File: config.mk
export PLATFORM = sky130hd
export DESIGN_NAME = fetch_unit
export DESIGN_NICKNAME = d
export VERILOG_FILES = /design/src/rtl/riscv_pkg.sv /design/src/rtl/pc_reg.sv /design/src/rtl/fetch_unit.sv
export SDC_FILE = /design/constraint.sdc
export NUM_CORES = 1
export LEC_CHECK = 0
export ABC_AREA = 0
export ABC_CLOCK_PERIOD_IN_PS = 3100
export CORE_ASPECT_RATIO = 0.7
export CORE_MARGIN = 2
export CORE_UTILIZATION = 40
export DETAILED_ROUTE_END_ITERATION = 7
export MAX_ROUTING_LAYER = met4
export PLACE_DENSITY = 0.76
export REMOVE_ABC_BUFFERS = 1
export SLEW_MARGIN = 20
export SYNTH_ARGS = -nofsm -noshare
export SYNTH_HDL_FRONTEND = slang
export SYNTH_SLANG_ARGS = --single-unit
File: constraint.sdc
create_clock -name clk -period 3.1 [get_ports clk]
set_clock_uncertainty 0.1 [all_clocks]
set_input_delay 0.62 -clock clk [delete_from_list [all_inputs] [get_ports clk]]
set_output_delay 0.62 -clock clk [all_outputs]
set_load 0.01 [all_outputs]
File: src/rtl/riscv_pkg.sv
// riscv_pkg: opcode constants, canonical NOP and fetch state encoding
package riscv_pkg;
    localparam logic [6:0] OPC_RTYPE  = 7'b0110011;
    localparam logic [6:0] OPC_LOAD   = 7'b0000011;
    localparam logic [6:0] OPC_STORE  = 7'b0100011;
    localparam logic [6:0] OPC_BRANCH = 7'b1100011;
    localparam logic [31:0] NOP_INSTR = 32'h0000_0013;
    typedef enum logic [2:0] {
        S_IDLE  = 3'd0,
        S_REQ   = 3'd1,
        S_WAIT  = 3'd2,
        S_HOLD  = 3'd3,
        S_DRAIN = 3'd4
    } fetch_state_e;
endpackage

File: src/rtl/pc_reg.sv
// pc_reg: program counter with async reset, target load and +4 increment
module pc_reg #(
    parameter int              XLEN     = 32,
    parameter logic [XLEN-1:0] RESET_PC = '0
) (
    input  logic            clk,
    input  logic            reset,
    input  logic            load,
    input  logic            inc,
    input  logic [XLEN-1:0] target,
    output logic [XLEN-1:0] pc
);
    logic [XLEN-1:0] pc_d, pc_q;
    always_comb pc_d = load ? target : inc ? pc_q + XLEN'(4) : pc_q;
    always_ff @(posedge clk or posedge reset) begin
        if (reset) pc_q <= RESET_PC;
        else       pc_q <= pc_d;
    end
    assign pc = pc_q;
endmodule

File: src/rtl/fetch_unit.sv
// fetch_unit: single-outstanding instruction fetch feeding decode over valid/ready,
// with branch redirect that discards any in-flight response.
module fetch_unit import riscv_pkg::*; #(
    parameter int              XLEN      = 32,
    parameter logic [XLEN-1:0] RESET_PC  = '0,
    parameter logic [31:0]     NOP_INSTR = riscv_pkg::NOP_INSTR
) (
    input  logic            clk,
    input  logic            reset,
    output logic            imem_req,
    output logic [XLEN-1:0] imem_addr,
    input  logic            imem_gnt,
    input  logic            imem_rvalid,
    input  logic [31:0]     imem_rdata,
    output logic            if_valid,
    input  logic            if_ready,
    output logic [31:0]     if_instr,
    output logic [6:0]      if_opcode,
    output logic [XLEN-1:0] if_pc,
    input  logic            redirect,
    input  logic [XLEN-1:0] redirect_target,
    output logic            fetch_misalign
);
    fetch_state_e    state_d, state_q;
    logic            imem_req_d, imem_req_q;
    logic            if_valid_d, if_valid_q;
    logic [31:0]     if_instr_d, if_instr_q;
    logic [XLEN-1:0] if_pc_d, if_pc_q;
    logic            fetch_misalign_d, fetch_misalign_q;
    logic            pc_inc;
    logic [XLEN-1:0] pc;

    pc_reg #(.XLEN(XLEN), .RESET_PC(RESET_PC)) u_pc (
        .clk    (clk),
        .reset  (reset),
        .load   (redirect),
        .inc    (pc_inc),
        .target ({redirect_target[XLEN-1:2], 2'b00}),
        .pc     (pc)
    );

    always_comb begin
        state_d    = state_q;
        pc_inc     = 1'b0;
        if_valid_d = if_valid_q;
        if_instr_d = if_instr_q;
        if_pc_d    = if_pc_q;
        case (state_q)
            S_IDLE:  state_d = S_REQ;
            S_REQ:   if (imem_gnt) state_d = redirect ? S_DRAIN : S_WAIT;
            S_WAIT: begin
                if (redirect) state_d = imem_rvalid ? S_REQ : S_DRAIN;
                else if (imem_rvalid) begin
                    state_d    = S_HOLD;
                    if_valid_d = 1'b1;
                    if_instr_d = imem_rdata;
                    if_pc_d    = pc;
                end
            end
            S_HOLD: begin
                if (redirect) state_d = S_REQ;
                else if (if_ready) begin
                    state_d    = S_REQ;
                    pc_inc     = 1'b1;
                    if_valid_d = 1'b0;
                    if_instr_d = NOP_INSTR;
                end
            end
            S_DRAIN: if (imem_rvalid) state_d = S_REQ;
            default: state_d = S_IDLE;
        endcase
        // A redirect overrides whatever the state logic chose for the holding register
        if (redirect) begin
            if_valid_d = 1'b0;
            if_instr_d = NOP_INSTR;
        end
        imem_req_d       = state_d == S_REQ;
        fetch_misalign_d = redirect && |redirect_target[1:0];
    end

    always_ff @(posedge clk or posedge reset) begin
        if (reset) begin
            state_q          <= S_IDLE;
            imem_req_q       <= 1'b0;
            if_valid_q       <= 1'b0;
            if_instr_q       <= NOP_INSTR;
            if_pc_q          <= RESET_PC;
            fetch_misalign_q <= 1'b0;
        end else begin
            state_q          <= state_d;
            imem_req_q       <= imem_req_d;
            if_valid_q       <= if_valid_d;
            if_instr_q       <= if_instr_d;
            if_pc_q          <= if_pc_d;
            fetch_misalign_q <= fetch_misalign_d;
        end
    end

    assign imem_req       = imem_req_q;
    assign imem_addr      = pc;
    assign if_valid       = if_valid_q;
    assign if_instr       = if_instr_q;
    assign if_opcode      = if_instr_q[6:0];
    assign if_pc          = if_pc_q;
    assign fetch_misalign = fetch_misalign_q;
endmodule

Word-level counts from Yosys, hierarchy flattened:

Index checks and enable logic that the tools add are counted.

* bits in registers: 102
* output and inout bits: 106
* input port bits: 70
* memory bits (writable): 0
* latch bits: 0
* word-level logic and storage cells: 45
* memories kept: 0
* ROM bits: 0

* $lt $le $gt $ge: 0
* bitwise logic cells: 1
* divide/modulo/power cells: 0
* shifts and indexed selects: 0
* multiplexer cells: 22
* reduce and logical (&&, ||, !) cells: 7
* eq/ne operators: 7
* add/sub/neg operators: 1
* multipliers: 0

Operator list (number)
* 2-to-1 mux 32 bit: 5
* one-hot mux 32 bit (2 select lines): 1
* adder 32 x 3 -> 32 bit, second input constant: 1
* 2-to-1 mux 3 bit: 8
* one-hot mux 3 bit (5 select lines): 1
* equality test 3 x 1 -> 1 bit, second input constant: 2
* equality test 3 x 2 -> 1 bit, second input constant: 2
* 2-to-1 mux 1 bit: 6
* != test 3 bit, second input constant: 2
* AND reduction 3 bit: 2
* equality test 3 bit, second input constant: 1
* zero test 3 bit: 1
* nonzero test 3 bit: 1
* one-hot mux 1 bit (2 select lines): 1
* nonzero test 2 bit: 1
* OR reduction 2 bit: 1
* logical AND 1 bit: 1
* inverter 1 bit: 1

Longest topological paths before layout:

* word-level depth: 5
* gate-level depth with buffers: 7
* depth with buffers taken out: 5

By module:

From an unflattened synthesis, not the netlist that was laid out.

* cells, all modules: 380
* area total of the unflattened synthesis: 4525.6 um^2

Modules (own cells, without submodules)
* fetch_unit: cells each 177, area an instance 2676.3 um^2, sequential area each 1755.4 um^2, instances 1
* pc_reg: cells each 203, area an instance 1849.3 um^2, sequential area each 800.8 um^2, instances 1

Worst setup path after synthesis:

OpenSTA, ideal clock, no wires.

* path kind: input to register
* from: input port if_ready
* to: register u_pc.pc_q[29] (netlist: u_pc.pc[29])
* required time: 2.931 ns
* path buffers: 2
* setup slack: 0.984 ns
* library setup time: 0.069 ns
* arrival time: 1.947 ns
* cell stages on the path: 6
* cells stage by stage: nand4b_4 > or3_1 > buf_2 > buf_6 > or4_1 > nand3_1

* cells in the longest elaborated chain, start to end: 4

Ends and longest elaborated chain
* start: declaration: RTL line fetch_unit.sv:16 `input logic if_ready,`
* 2-to-1 mux 1 bit: RTL line fetch_unit.sv:62 `else if (if_ready) begin`
* 2-to-1 mux 1 bit: RTL line fetch_unit.sv:61 `if (redirect) state_d = S_REQ;`
* 2-to-1 mux 1 bit: RTL line fetch_unit.sv:48 `case (state_q)`
* nonzero test 2 bit (no source line)
* end signal: assignment: RTL line pc_reg.sv:17 `else pc_q <= pc_d;`
* end: declaration: RTL line pc_reg.sv:13 `logic [XLEN-1:0] pc_d, pc_q;`

No other way between the ends.
A chain may end at the register's enable or synchronous reset.

Worst setup path in the final report:

* from: input port if_ready
* to: register u_pc.pc_q[25] (netlist: u_pc.pc[25])

Same word-level chain as after synthesis.

==> metrics.md <==
| Metric | Value |
|---|---|
| Outcome | completed |
| P per Cell Area | 615.0 nW/um^2 |
| Synth Area in Compound Gates | 0.1378 |
| Core Region | 11010 um^2 |
| VDD IR-drop max | 0.3430 mV |
| Share of cells above drive strength 1 | 0.1137 |
| Worst-Margin Slew | 733.6 ps |
| Mean post-synth cell area | 11.15 um^2 |
| Routed len/inst | 17.33 um |
| Xor/xnor share of the synthesized area | 0.02139 |
| Total power draw | 4.080 mW |
| Starting Density | 0.4090 |
| Total CTS buffers | 9 |
| Post-DP HPWL | 9.076 mm |
| Clock Pin Slew Worst Setup and Hold Paths | 70 ps |
| Fillers | 917 |
| Ys Warns | 0 |
| Slew HR | 0.5109 |
| Pin count of the biggest net entering global routing | 57 |
| Vias per inst | 5.307 |
| Worst hold path class | reg2reg |
| Post-Synth Simple-Gate Area | 0.1642 |
| Arrival time worst endpoint | 2720 ps |
| Setup-failing EPs final | 0 |
| Initial DRC count | 257 |
| Clock Latency Late Sink | 350 ps |
| CTS tree | yes |
| FP Rows | 32 |
| Global-route wire length before repair | 19.43 mm |
| Most common flop cell mapped by yosys | dfrtp_1 |
| Number of synthesized flops with an enable pin | 0 |
| Max-cap viol count | 0 |
| Post-synthesis sequential area ratio | 0.5454 |
| Fmax | 392.4 MHz |
| Via count | 3800 |
| Leakage Power | 2.739 nW |
| Synthesis-stage register bit count | 98 |
| Gr ovfl total | 0 |
| CTS root buf | clkbuf_16 |
| H-tree levels | 3 |
| Die Y | 92.77 um |
| CP startpoint kind | primary input |
| Hold Buf Count CTS | 0 |
| Min Tclk post-route | 2549 ps |
| Critical path type | in2reg |
| Critical-path maximum fanout | 15 |
| Unique masters post-synth | 46 |
| FF/Latch Area | 2456 um^2 |
| Synth Area in Adders | 0.002779 |
| Wirelength, routed | 12.41 mm |
| Placed insts | 700 |
| Tcrit/Tclk final | 0.8221 |
| Antenna-violating nets left | 0 |
| Largest family of logic cells by synthesized area | simple AND/OR/NAND/NOR gates |
| Worst endpoint required time | 3270 ps |
| Port buffer count | 171 |
| Gpl congestion | 0.8113 |
| Global-route total usage across every layer | 0.2141 |
| Post-CTS Repair Setup Buffers | 0 |
| Initial antenna violation count | 0 |
| Post-Synthesis Cells | 404 |
| Max Slew Vio Count | 0 |
| Asr flop ratio synth | 1.000 |
| IO Pins | 176 |
| Non-Filler Instances | 716 |
| Max Root-Sink Buffers | 2 |
| Drt first pass iters | 5 |
| CTS sink cnt | 98 |
| Nets | 629 |
| Netlist Area Pre-Place | 4503 um^2 |
| Critical path endpoint category | flip-flop |
| Area grow syn2layout | 47.32% |
| Post-synthesis mux area share | 0.07724 |
| Resized Gates After CTS | 0 |
| Vias in the first global route | 3609 |
| Multi-input gate area | 1844 um^2 |
| Max reg flops | 32 |
| Residual DRC | 0 |
| Die width | 130.8 um |
| Hold Violations, Final | 0 |
| Die area | 12140 um^2 |
| Unrepaired setup endpoints after global routing | false |
| ANT cells | 0 |
==> layout make-up <==
cell class              count  area share
inverters                   4    0.002641
well taps                 153     0.02886
flip-flops and latches     98      0.3702
clock buffers              11     0.03810
multi-input cells         265      0.2780
clock inverters             5     0.01283
repair buffers            180      0.2693
==> cell usage after synthesis (2+ instances only) <==
cell type	n	area, um^2
inv_1	4	15.01
buf_6	2	22.52
nand2b_1	3	18.77
clkbuf_1	23	86.33
and3_1	4	25.02
nor2_1	19	71.32
or4_1	13	97.59
a22o_1	30	262.8
o31a_1	2	17.52
dfrtp_1	95	2377
and2b_1	2	15.01
o22a_1	3	26.28
nor3_1	7	35.03
or3_1	4	25.02
and4_1	4	35.03
mux2_2	30	337.8
xor2_1	3	26.28
nand2_1	29	108.9
nor2b_1	5	31.28
nand4_1	11	68.82
buf_4	11	82.58
dfstp_2	3	78.83
a31oi_1	9	56.30
o31ai_1	11	82.58
a22oi_1	4	30.03
buf_2	4	20.02
nand3_1	21	105.1
xnor2_1	8	70.07
o211ai_1	3	22.52
nor4_1	5	31.28
o21ai_0	17	85.08
==> placed cells by master (no fill, tap or decap), types with 11 or more instances in the layout <==
cell               n
a22o_1            30
clkdlybuf4s50_1  170
dfrtp_1           95
mux2_2            30
nand2_1           29
nand3_1           21
nand4_1           11
nor2_1            18
o21ai_0           17
o31ai_1           11
or4_1             13
==> stage by stage <==
step / TNS [ps] / utilization / area, um^2 / hold WS (ps) / setup slack (ps)
after floorplan: -31950 / - / 4303 / 418.5 / -536.3
after global placement: 0 / 0.5714 / 6291 / 363.3 / 267.4
after detailed placement: 0 / 0.5714 / 6291 / 379.1 / 177.1
after CTS: 0 / 0.6020 / 6629 / 396.2 / 544.2
after global routing: 0 / 0.6025 / 6634 / 419.4 / 449.3
final: 0 / 0.6025 / 6634 / 401.3 / 551.5
==> kinds of logic after synthesis <==
family / after synthesis
XOR/XNOR: 11
multiplexers: 31
adder cells (fa/ha/maj): 1
other: 1
AND/OR/NAND/NOR: 134
buffers and inverters: 44
AO/OA/AOI/OAI: 84
flip-flops: 98
==> power breakdown <==
group	internal (mW)	switching [mW]	leakage, nW	total [mW]
clock	0.755	0.496	0.162	1.25
combinational	0.683	0.430	1.33	1.11
sequential	1.52	0.198	1.25	1.72
total	2.96	1.12	2.74	4.08
==> routing by layer <==
metal / wire length [um] / track usage / vias to the layer above
li1: - / - / 1795
met5: 0 / - / -
met3: 777 / 0.04448 / 18
met4: 206 / 0.06826 / 0
met2: 5622 / 0.3047 / 134
met1: 5801 / 0.3066 / 1853
==> final timing paths <==
check | start | to | slack, ps | cells past startpoint
min in group asynchronous | reset | state_q[0] | 650 | 2
max in group asynchronous | reset | if_pc[6] | 1590 | 3
max reg2reg | state_q[2] | u_pc.pc[25] | 790 | 4
min reg2reg | if_valid | if_valid | 400 | 1
min | if_valid | if_valid | 400 | 1
max | if_ready | u_pc.pc[25] | 550 | 5
==> worst max-delay path, stage by stage <==
cell	delay, ps
clkdlybuf4s50_1	540
nand4b_4	170
or3_1	620
or4_1	580
a31oi_1	190
(Power assumes the default switching activity.)
